$ cat src/rtl/rld_pkg.sv
// Shared defaults, sizing helpers and code layout for the multi-channel
// run-length decoder.
package rld_pkg;

    localparam int unsigned CH_DEF    = 3;
    localparam int unsigned PIX_W_DEF = 8;
    localparam int unsigned CNT_W_DEF = 8;
    localparam int unsigned DEPTH_DEF = 16;
    localparam int unsigned IMG_W_DEF = 128;
    localparam int unsigned IMG_H_DEF = 128;

    function automatic int unsigned code_w(input int unsigned cnt_w, input int unsigned pix_w);
        return cnt_w + pix_w;
    endfunction

    // Ceiling log2, never below 1 so degenerate sizes still get a real register.
    function automatic int unsigned clog2(input int unsigned n);
        int unsigned r;
        r = 1;
        for (int unsigned i = 1; i < 32; i++) begin
            if ((32'd1 << i) < n) r = i + 1;
        end
        return r;
    endfunction

    localparam int unsigned CODE_W_DEF = code_w(CNT_W_DEF, PIX_W_DEF);

    typedef struct packed {
        logic [CNT_W_DEF-1:0] count;
        logic [PIX_W_DEF-1:0] pixel;
    } code_t;

endpackage

$ cat src/rtl/rld_fifo.sv
// Synchronous first-word-fall-through FIFO; the head entry is visible on
// head_c whenever empty is low.
module rld_fifo import rld_pkg::*; #(
    parameter int unsigned WIDTH = 16,
    parameter int unsigned DEPTH = 16
) (
    input  logic             clk,
    input  logic             rst,
    input  logic             clear,
    input  logic             wr_en,
    input  logic [WIDTH-1:0] wr_data,
    input  logic             rd_en,
    output logic [WIDTH-1:0] head_c,
    output logic             full,
    output logic             empty
);

    localparam int unsigned AW = clog2(DEPTH);
    localparam int unsigned CW = AW + 1;

    logic [WIDTH-1:0] mem [DEPTH];
    logic [AW-1:0]    wr_ptr;
    logic [AW-1:0]    rd_ptr;
    logic [CW-1:0]    count;
    logic [CW-1:0]    count_nxt;
    logic             push;
    logic             pop;

    assign push   = wr_en & ~full;
    assign pop    = rd_en & ~empty;
    assign head_c = mem[rd_ptr];

    always_ff @(posedge clk) begin
        if (push) mem[wr_ptr] <= wr_data;
    end

    always_comb begin
        count_nxt = count;
        case ({push, pop})
            2'b10:   count_nxt = count + CW'(1);
            2'b01:   count_nxt = count - CW'(1);
            default: count_nxt = count;
        endcase
    end

    // Flags are registered from the next occupancy so they never glitch.
    always_ff @(posedge clk or negedge rst) begin
        if (!rst) begin
            wr_ptr <= '0;
            rd_ptr <= '0;
            count  <= '0;
            full   <= 1'b0;
            empty  <= 1'b1;
        end else if (clear) begin
            wr_ptr <= '0;
            rd_ptr <= '0;
            count  <= '0;
            full   <= 1'b0;
            empty  <= 1'b1;
        end else begin
            if (push) wr_ptr <= wr_ptr + AW'(1);
            if (pop)  rd_ptr <= rd_ptr + AW'(1);
            count <= count_nxt;
            full  <= (count_nxt == CW'(DEPTH));
            empty <= (count_nxt == '0);
        end
    end

endmodule

$ cat src/rtl/rld_multi.sv
// N-channel run-length decoder: each channel buffers {count, pixel} codes and
// expands them into a backpressured pixel stream with row/frame markers.
module rld_multi import rld_pkg::*; #(
    parameter  int unsigned CH     = CH_DEF,
    parameter  int unsigned PIX_W  = PIX_W_DEF,
    parameter  int unsigned CNT_W  = CNT_W_DEF,
    parameter  int unsigned DEPTH  = DEPTH_DEF,
    parameter  int unsigned IMG_W  = IMG_W_DEF,
    parameter  int unsigned IMG_H  = IMG_H_DEF,
    localparam int unsigned CODE_W = code_w(CNT_W, PIX_W)
) (
    input  logic                clk,
    input  logic                rst,
    input  logic                clear,
    input  logic [CH-1:0]       start,
    input  logic [CH-1:0]       code_valid,
    input  logic [CH*CODE_W-1:0] code_data,
    output logic [CH-1:0]       code_ready,
    output logic [CH-1:0]       pix_valid,
    output logic [CH*PIX_W-1:0] pix_data,
    input  logic [CH-1:0]       pix_ready,
    output logic [CH-1:0]       row_end,
    output logic [CH-1:0]       frame_end,
    output logic [CH-1:0]       done
);

    localparam int unsigned COL_W = clog2(IMG_W);
    localparam int unsigned ROW_W = clog2(IMG_H);

    for (genvar c = 0; c < CH; c++) begin : g_ch
        logic              fifo_full;
        logic              fifo_empty;
        logic [CODE_W-1:0] head;
        logic [CNT_W-1:0]  head_cnt;
        logic [PIX_W-1:0]  head_pix;
        logic [CNT_W-1:0]  in_cnt;
        logic              rdy;
        logic              wr;
        logic              pop;
        logic              valid;
        logic              xfer;
        logic              last_col;
        logic              last_row;
        logic              eof;
        logic [CNT_W-1:0]  rem;
        logic [PIX_W-1:0]  cur;
        logic [COL_W-1:0]  col;
        logic [ROW_W-1:0]  row;
        logic              done_q;

        // Zero-count codes are handshaken but never stored.
        assign in_cnt = code_data[c*CODE_W+PIX_W +: CNT_W];
        assign rdy    = rst & start[c] & ~fifo_full & ~done_q & ~clear;
        assign wr     = code_valid[c] & rdy & (in_cnt != '0);

        rld_fifo #(.WIDTH(CODE_W), .DEPTH(DEPTH)) u_fifo (
            .clk    (clk),
            .rst    (rst),
            .clear  (clear),
            .wr_en  (wr),
            .wr_data(code_data[c*CODE_W +: CODE_W]),
            .rd_en  (pop),
            .head_c (head),
            .full   (fifo_full),
            .empty  (fifo_empty)
        );

        assign {head_cnt, head_pix} = head;

        assign valid    = (rem != '0) & ~done_q;
        assign xfer     = valid & pix_ready[c];
        assign last_col = (col == COL_W'(IMG_W - 1));
        assign last_row = (row == ROW_W'(IMG_H - 1));
        assign eof      = valid & last_col & last_row;

        // Reload on an idle decoder or on the final pixel of a run for gapless output.
        assign pop = ~clear & ~done_q & ~fifo_empty & ~(xfer & eof)
                   & ((rem == '0) | (xfer & (rem == CNT_W'(1))));

        always_ff @(posedge clk or negedge rst) begin
            if (!rst) begin
                rem    <= '0;
                cur    <= '0;
                col    <= '0;
                row    <= '0;
                done_q <= 1'b0;
            end else if (clear) begin
                rem    <= '0;
                cur    <= '0;
                col    <= '0;
                row    <= '0;
                done_q <= 1'b0;
            end else begin
                if (pop) begin
                    rem <= head_cnt;
                    cur <= head_pix;
                end else if (xfer & eof) begin
                    rem <= '0;
                end else if (xfer) begin
                    rem <= rem - CNT_W'(1);
                end

                if (xfer) begin
                    if (eof) begin
                        done_q <= 1'b1;
                        col    <= '0;
                        row    <= '0;
                    end else if (last_col) begin
                        col <= '0;
                        row <= row + ROW_W'(1);
                    end else begin
                        col <= col + COL_W'(1);
                    end
                end
            end
        end

        assign code_ready[c]               = rdy;
        assign pix_valid[c]                = valid;
        assign pix_data[c*PIX_W +: PIX_W]  = cur;
        assign row_end[c]                  = valid & last_col;
        assign frame_end[c]                = eof;
        assign done[c]                     = done_q;
    end

endmodule

$ cat config.mk
export PLATFORM = sky130hd
export DESIGN_NAME = rld_multi
export DESIGN_NICKNAME = d
export VERILOG_FILES = /design/src/rtl/rld_pkg.sv /design/src/rtl/rld_fifo.sv /design/src/rtl/rld_multi.sv
export SDC_FILE = /design/constraint.sdc
export NUM_CORES = 1
export LEC_CHECK = 0
export CORE_ASPECT_RATIO = 0.9
export CORE_MARGIN = 3
export CORE_UTILIZATION = 55
export DETAILED_ROUTE_END_ITERATION = 10
export DONT_BUFFER_PORTS = 1
export PLACE_DENSITY_LB_ADDON = 0.08
export SETUP_SLACK_MARGIN = 0.4
export SYNTH_ARGS = -nofsm -noshare
export SYNTH_HDL_FRONTEND = slang
export SYNTH_SLANG_ARGS = --single-unit
$ cat constraint.sdc
create_clock -name clk -period 5.3 [get_ports clk]
set_input_delay 0.53 -clock clk [delete_from_list [all_inputs] [get_ports clk]]
set_output_delay 0.53 -clock clk [all_outputs]
set_load 0.1 [all_outputs]
# ---- After elaboration in Yosys (flattened, before gate mapping)
# Memories as Yosys holds them, arrays and structs flattened.
# Cells that the tools add are included.
dict set report classes {
  addsub 21
  multipliers 0
  div 0
  magnitude_cmp 0
  n_eq_ne 18
  n_shift 0
  mux 81
  bitwise_logic 70
  reduce_logical 39
}
# cell count
set op_table {}
lappend op_table {{7-bit 2-to-1 mux} 24}
lappend op_table {{8-bit 2-to-1 mux} 18}
lappend op_table {{1-bit AND} 54}
lappend op_table {{4-bit 2-to-1 mux} 12}
lappend op_table {{8-bit nonzero test} 6}
lappend op_table {{7-bit by 1-bit adder with 7-bit output, second input constant} 6}
lappend op_table {{7-bit equality test, second input constant} 6}
lappend op_table {{5-bit case mux with 2 select lines} 3}
lappend op_table {{2-bit nonzero test} 15}
lappend op_table {{4-bit by 1-bit adder with 4-bit output, second input constant} 6}
lappend op_table {{8-bit by 1-bit equality test with 1-bit output, second input constant} 3}
lappend op_table {{8-bit zero test} 3}
lappend op_table {{8-bit by 1-bit subtractor with 8-bit output, second input constant} 3}
lappend op_table {{1-bit 2-to-1 mux} 21}
lappend op_table {{5-bit by 1-bit adder with 5-bit output, second input constant} 3}
lappend op_table {{5-bit equality test, second input constant} 3}
lappend op_table {{5-bit zero test} 3}
lappend op_table {{5-bit 2-to-1 mux} 3}
lappend op_table {{5-bit by 1-bit subtractor with 5-bit output, second input constant} 3}
lappend op_table {{1-bit inverter} 13}
lappend op_table {{2-bit AND reduction} 6}
lappend op_table {{4-bit nonzero test} 3}
lappend op_table {{3-bit nonzero test} 3}
lappend op_table {{2-bit by 1-bit equality test with 1-bit output, second input constant} 3}
lappend op_table {{2 further kinds} 6}
dict set report totals {
  reg_bits 138
  latchBits 0
  mem_bits_rw 768
  mem_bits_ro 0
  in_bits 60
  out_inout_bits 39
  wordCells 262
  mem_count 3
}
# name words width rd rd_ports_with_merged_regs wr line_no
set memory_table {}
lappend memory_table {{g_ch[0].u_fifo.mem} 16 16 1 0 1 rld_fifo.sv:21} ;# logic [WIDTH-1:0] mem [DEPTH];
lappend memory_table {{g_ch[1].u_fifo.mem} 16 16 1 0 1 rld_fifo.sv:21}
lappend memory_table {{g_ch[2].u_fifo.mem} 16 16 1 0 1 rld_fifo.sv:21}

# ---- Longest topological paths before layout
dict set report logic_depth {
  depth_word 13
  mapped_depth 15
  mapped_depth_nobuf 14
}

# ---- Modules after synthesis
# Synthesis repeated with hierarchy kept, for this count alone.
dict set report hier_totals {
  cells_unflattened 2040
  hier_area_um2 37328.3
}
# module n_inst cells_per_inst area_each_um2 seq_area_each_um2
set modules_own_cells {}
lappend modules_own_cells {rld_fifo 3 472 10628.9 8064.0}
lappend modules_own_cells {rld_multi 1 624 5441.5 2327.2}

# ---- Worst setup path before layout
# No wires, ideal clock.
dict set report synth_timing {
  path_kind {reg-to-reg}
  start {register g_ch[1].rem[4]}
  end {register g_ch[1].u_fifo.full}
  setup_ns 0.065
  arrival_ns 3.526
  required_time_ns 5.235
  slack_ns 1.709
  stages_incl_launch_ff 14
  path_buffers 1
  synth_period_minus_slack_ns 3.591
  cell_sequence {dfrtp_1 > buf_6 > or4_4 > or4_1 > a21oi_2 > nand2_1 > xnor2_1 > ha_1 > a21oi_1 > nand2_1 > a41o_1 > or4b_4 > a21oi_2 > and2b_1}
}
dict set report synth_between {
  elab_chain_len 13
  word_cells_on_any_way 19
  cone_classes {eq/ne: 4; mux: 2; bitwise: 11; reduce/logical: 2}
}
# element line_no
set synth_rtl {}
lappend synth_rtl {{from (decl)} rld_multi.sv:45} ;# logic [CNT_W-1:0] rem;
lappend synth_rtl {{from (signal assigned)} rld_multi.sv:95} ;# rem <= head_cnt;
lappend synth_rtl {{from (signal assigned)} rld_multi.sv:100} ;# rem <= rem - CNT_W'(1);
lappend synth_rtl {{8-bit nonzero test} rld_multi.sv:70} ;# assign valid = (rem != '0) & ~done_q;
lappend synth_rtl {{1-bit AND} rld_multi.sv:70}
lappend synth_rtl {{1-bit AND (2 in series)} rld_multi.sv:74} ;# assign eof = valid & last_col & last_row;
lappend synth_rtl {{1-bit AND} rld_multi.sv:77} ;# assign pop = ~clear & ~done_q & ~fifo_empty & ~(xfer & eof)
lappend synth_rtl {{1-bit inverter} rld_multi.sv:77}
lappend synth_rtl {{1-bit AND} rld_multi.sv:77}
lappend synth_rtl {{1-bit AND (*)} rld_multi.sv:78} ;# & ((rem == '0) | (xfer & (rem == CNT_W'(1))));
lappend synth_rtl {{1-bit AND (*)} rld_fifo.sv:30} ;# assign pop = rd_en & ~empty;
lappend synth_rtl {{2-bit by 1-bit equality test with 1-bit output or 2-bit equality test (tied branches)} rld_fifo.sv:39} ;# case ({push, pop})
lappend synth_rtl {{5-bit case mux with 2 select lines (*)} rld_fifo.sv:39}
lappend synth_rtl {{5-bit equality test (*)} rld_fifo.sv:64} ;# full <= (count_nxt == CW'(DEPTH));
lappend synth_rtl {{1-bit 2-to-1 mux (*)} rld_fifo.sv:54} ;# end else if (clear) begin
lappend synth_rtl {{to (signal assigned)} rld_fifo.sv:64}
lappend synth_rtl {{to (decl)} rld_fifo.sv:14} ;# output logic full,
# Every way passes the cells marked *; elsewhere a longest branch is shown, timed or not.
# A chain may end at the register's enable or synchronous reset.

# ---- Final worst setup path
dict set report layout_timing {
  start {register g_ch[1].rem[5]}
  end {register g_ch[1].u_fifo.full}
}
# Same word-level chain as after synthesis.

==> results.cfg <==
[clock_tree]
clkTransAtPathRegs_ps = 60
post-cts-setup-buffer-count = 0
hold_buffers = 52
ctsResizeCount = 0
h-tree-depth = 3
worstSkewPairLatency_ps = 640
cts_made_buffers = 89
cts_tree = done
clockBufferDepth = 3
cts_root_buf = clkbuf_16
numClockSinks = 906

[status]
status = finished, final reports clean

[placed_design]
gp_congestion = 0.8196
port_buffers = 0
dpl.hpwl_microns = 49990

[synth]
ys_seq_area_share_pct = 71.34
synth-edff-count = 768
synthArstFlopShare_pct = 15.23
avgSynthCellArea_sq_um = 17.20
syn_inst = 2161
syn_area_sq_um = 37170
synth_warnings = 0
ys_ff_latch = 906
synth_nets = 2254
synth_cell_type_count = 73
ys.flop_type = edfxtp_1

[timing]
setup_violations = 0
hold_viol = 0
timing.final.crit_period_ps = 4131
slew_viol_final = 0
tightest_slew_ps = 1211
timing.final.crit_share_pct = 77.94
max_slew_margin_pct = 19.29
clock_skew_ps = 19.51
finalSetupTns_ps = 0
fmax_ghz = 0.2421
grt_setup_unrepaired = false

[pwr]
power.density_nw_per_um2 = 365.9
p_sw_share_pct = 22.90
intPower_mw = 11.76
irDropWorstVdd_mv = 0.2827
p_total_mw = 15.25
p_sw_mw = 3.494
leakage_nw = 13.71
pwr-share-comb_pct = 7.8
p_seq_share_pct = 52.7
pwr-share-clk_pct = 39.5

[global_routing]
grt_pass1_vias = 20230
grt_overflow = 0
grt_pass1_wl_microns = 127200
grt_usage_pct = 24.28
antenna_found_initial = 10
grt_start_max_net_pins = 139

[worst_setup_path]
crit_fanout = 13
crit_required_ps = 5880
critPathArrivalTime_ps = 4710
r2r_slack_ps = 1170
cp-end-kind = flop
critPathKind = flop to flop
critPathLaunchType = flop

[layout]
drive_gt1_share_pct = 17.88
final_common_cell = edfxtp_1
nets = 2336
mostFrequentLayoutCells = edfxtp_1 (768), mux4_2 (168), dfrtp_1 (129)
syn_to_final_growth_pct = 12.14

[route]
antenna_left = 0
vias = 19930
drcViolationCount = 0
drt-total-wl_microns = 84020
drt_iter0_drc = 1830
via_per_inst = 6.259
wl_per_cell_microns = 26.38
drtPass1Iterations = 6

[min_path]
holdCritPathClass = input pin to flop

[floorplanning]
die_area_sq_um = 70740
die_w_microns = 280.0
rows = 89
io_pins = 99
start_util_pct = 56.10
fp.dieH_microns = 252.6
coreArea_sq_um = 66260

[run]
cap_violations = 0
-- synthesized netlist by cell type (6+ instances only) --
cell / n / share of area [%]
mux4_2: 168 / 10
inv_1: 24 / 0.24
or3_1: 10 / 0.17
nand4_1: 13 / 0.22
a221oi_1: 16 / 0.38
nor2_1: 107 / 1.1
nor4_1: 19 / 0.32
buf_1: 15 / 0.15
buf_4: 12 / 0.24
and4_1: 7 / 0.16
and3_1: 27 / 0.45
nor2b_1: 7 / 0.12
nand2b_1: 11 / 0.19
nand3_1: 21 / 0.28
nor3b_1: 6 / 0.12
nand3b_1: 7 / 0.14
o21a_1: 7 / 0.14
a21oi_1: 80 / 1.1
a22o_1: 7 / 0.16
mux2_2: 19 / 0.58
nand2_1: 120 / 1.2
mux2i_1: 87 / 2.3
and2_1: 36 / 0.61
ha_1: 33 / 1.1
a21o_1: 10 / 0.20
or4_1: 8 / 0.16
o21ai_0: 80 / 1.1
o31ai_1: 6 / 0.12
o221ai_1: 26 / 0.61
xnor2_1: 23 / 0.54
o22ai_1: 13 / 0.22
clkbuf_1: 73 / 0.74
a211oi_1: 8 / 0.16
xor2_1: 35 / 0.82
nor3_1: 33 / 0.44
buf_2: 20 / 0.27
dfrtp_1: 135 / 9.1
edfxtp_1: 768 / 62
-- power by group through the flow --
stage	sequential (mW)	clock [mW]	combinational, mW
2_1_floorplan	8.13	0	0.862
3_3_place_gp	8.17	0	1.01
3_5_place_dp	8.19	0	1.03
4_1_cts	8.04	6.15	1.18
5_1_grt	8.05	6.44	1.30
6_report	8.04	6.02	1.19
-- stage by stage --
step                hold WS (ps)  util [%]  setup WS, ps  instances  cell area, sq um
finish                     47.96     62.91          1169       3185             41690
floorplan                  234.4         -          1709       2161             37170
detailed placement         239.7     57.88          1137       2964             38350
global route               13.67     62.89         921.0       3179             41670
CTS                       0.2257     62.89          1178       3179             41670
global placement           239.7     57.88          1273       2964             38350
-- path summary, 6_finish.rpt --
| path | cells after the start | end | start |
|---|---|---|---|
| worst min-delay path | 1 | g_ch[0].u_fifo.empty$_DFF_PN1_ | clear |
| max in group asynchronous | 2 | g_ch[0].u_fifo.rd_ptr[0]$_DFFE_PN0P_ | rst |
| worst max register to register | 13 | g_ch[1].u_fifo.full$_DFF_PN0_ | g_ch[1].rem[5]$_DFFE_PN0P_ |
| min in group asynchronous | 2 | g_ch[2].cur[5]$_DFFE_PN0P_ | rst |
| worst min register to register | 1 | g_ch[0].row[5]$_DFFE_PN0P_ | g_ch[0].row[5]$_DFFE_PN0P_ |
| worst max-delay path | 13 | g_ch[1].u_fifo.full$_DFF_PN0_ | g_ch[1].rem[5]$_DFFE_PN0P_ |
-- sequential cells by signal, summed over array words and instances (netlist names) --
name and count:
g_ch.rem 24, g_ch.u_fifo.full 3, g_ch.row 21, g_ch.u_fifo.empty 3
g_ch.u_fifo.wr_ptr 12, g_ch.col 21, g_ch.u_fifo.mem 768, g_ch.u_fifo.count 15
g_ch.u_fifo.rd_ptr 12, g_ch.cur 24, g_ch.done_q 3
-- critical path: stages (launching register included) --
cell and delay [ps]:
dfrtp_1 450, or4_4 600, or4_1 560, a21oi_2 120
buf_4 240, nand2_1 180, xnor2_1 180, ha_1 210
a21oi_1 320, nand2_1 110, a41o_1 270, or4b_4 490
a21oi_2 190, and2b_1 150
-- final cells by class --
type,instances,area [sq um]
Antenna cell,6,15.01
Timing Repair Buffer,112,1079
Clock inverter,23,191.4
Multi-Input combinational cell,1109,10120
Inverter,25,93.84
Clock buffer,140,2574
Fill cell,4631,24570
Tap cell,864,1081
Sequential cell,906,26530
-- per-layer routing --
layer,track usage [%],wire length (microns)
met5,0,41
met4,7.015,2251
met3,5.773,6448
met2,38.63,40240
met1,34.02,35030
-- cell families (layout without fill, tap and decap cells) --
kind of cell / after synthesis / in the layout / synth area share [%]
flip-flops: 906 / 906 / 71.34
adder cells (fa/ha/maj): 33 / 33 / 1.111
multiplexers: 274 / 274 / 13.10
AND/OR/NAND/NOR: 455 / 455 / 6.311
XOR/XNOR: 59 / 59 / 1.431
buffers and inverters: 146 / 300 / 1.683
AO/OA/AOI/OAI: 288 / 288 / 5.022
other: 0 / 6 / 0
Note: power is estimated with default switching activity, not from simulation.
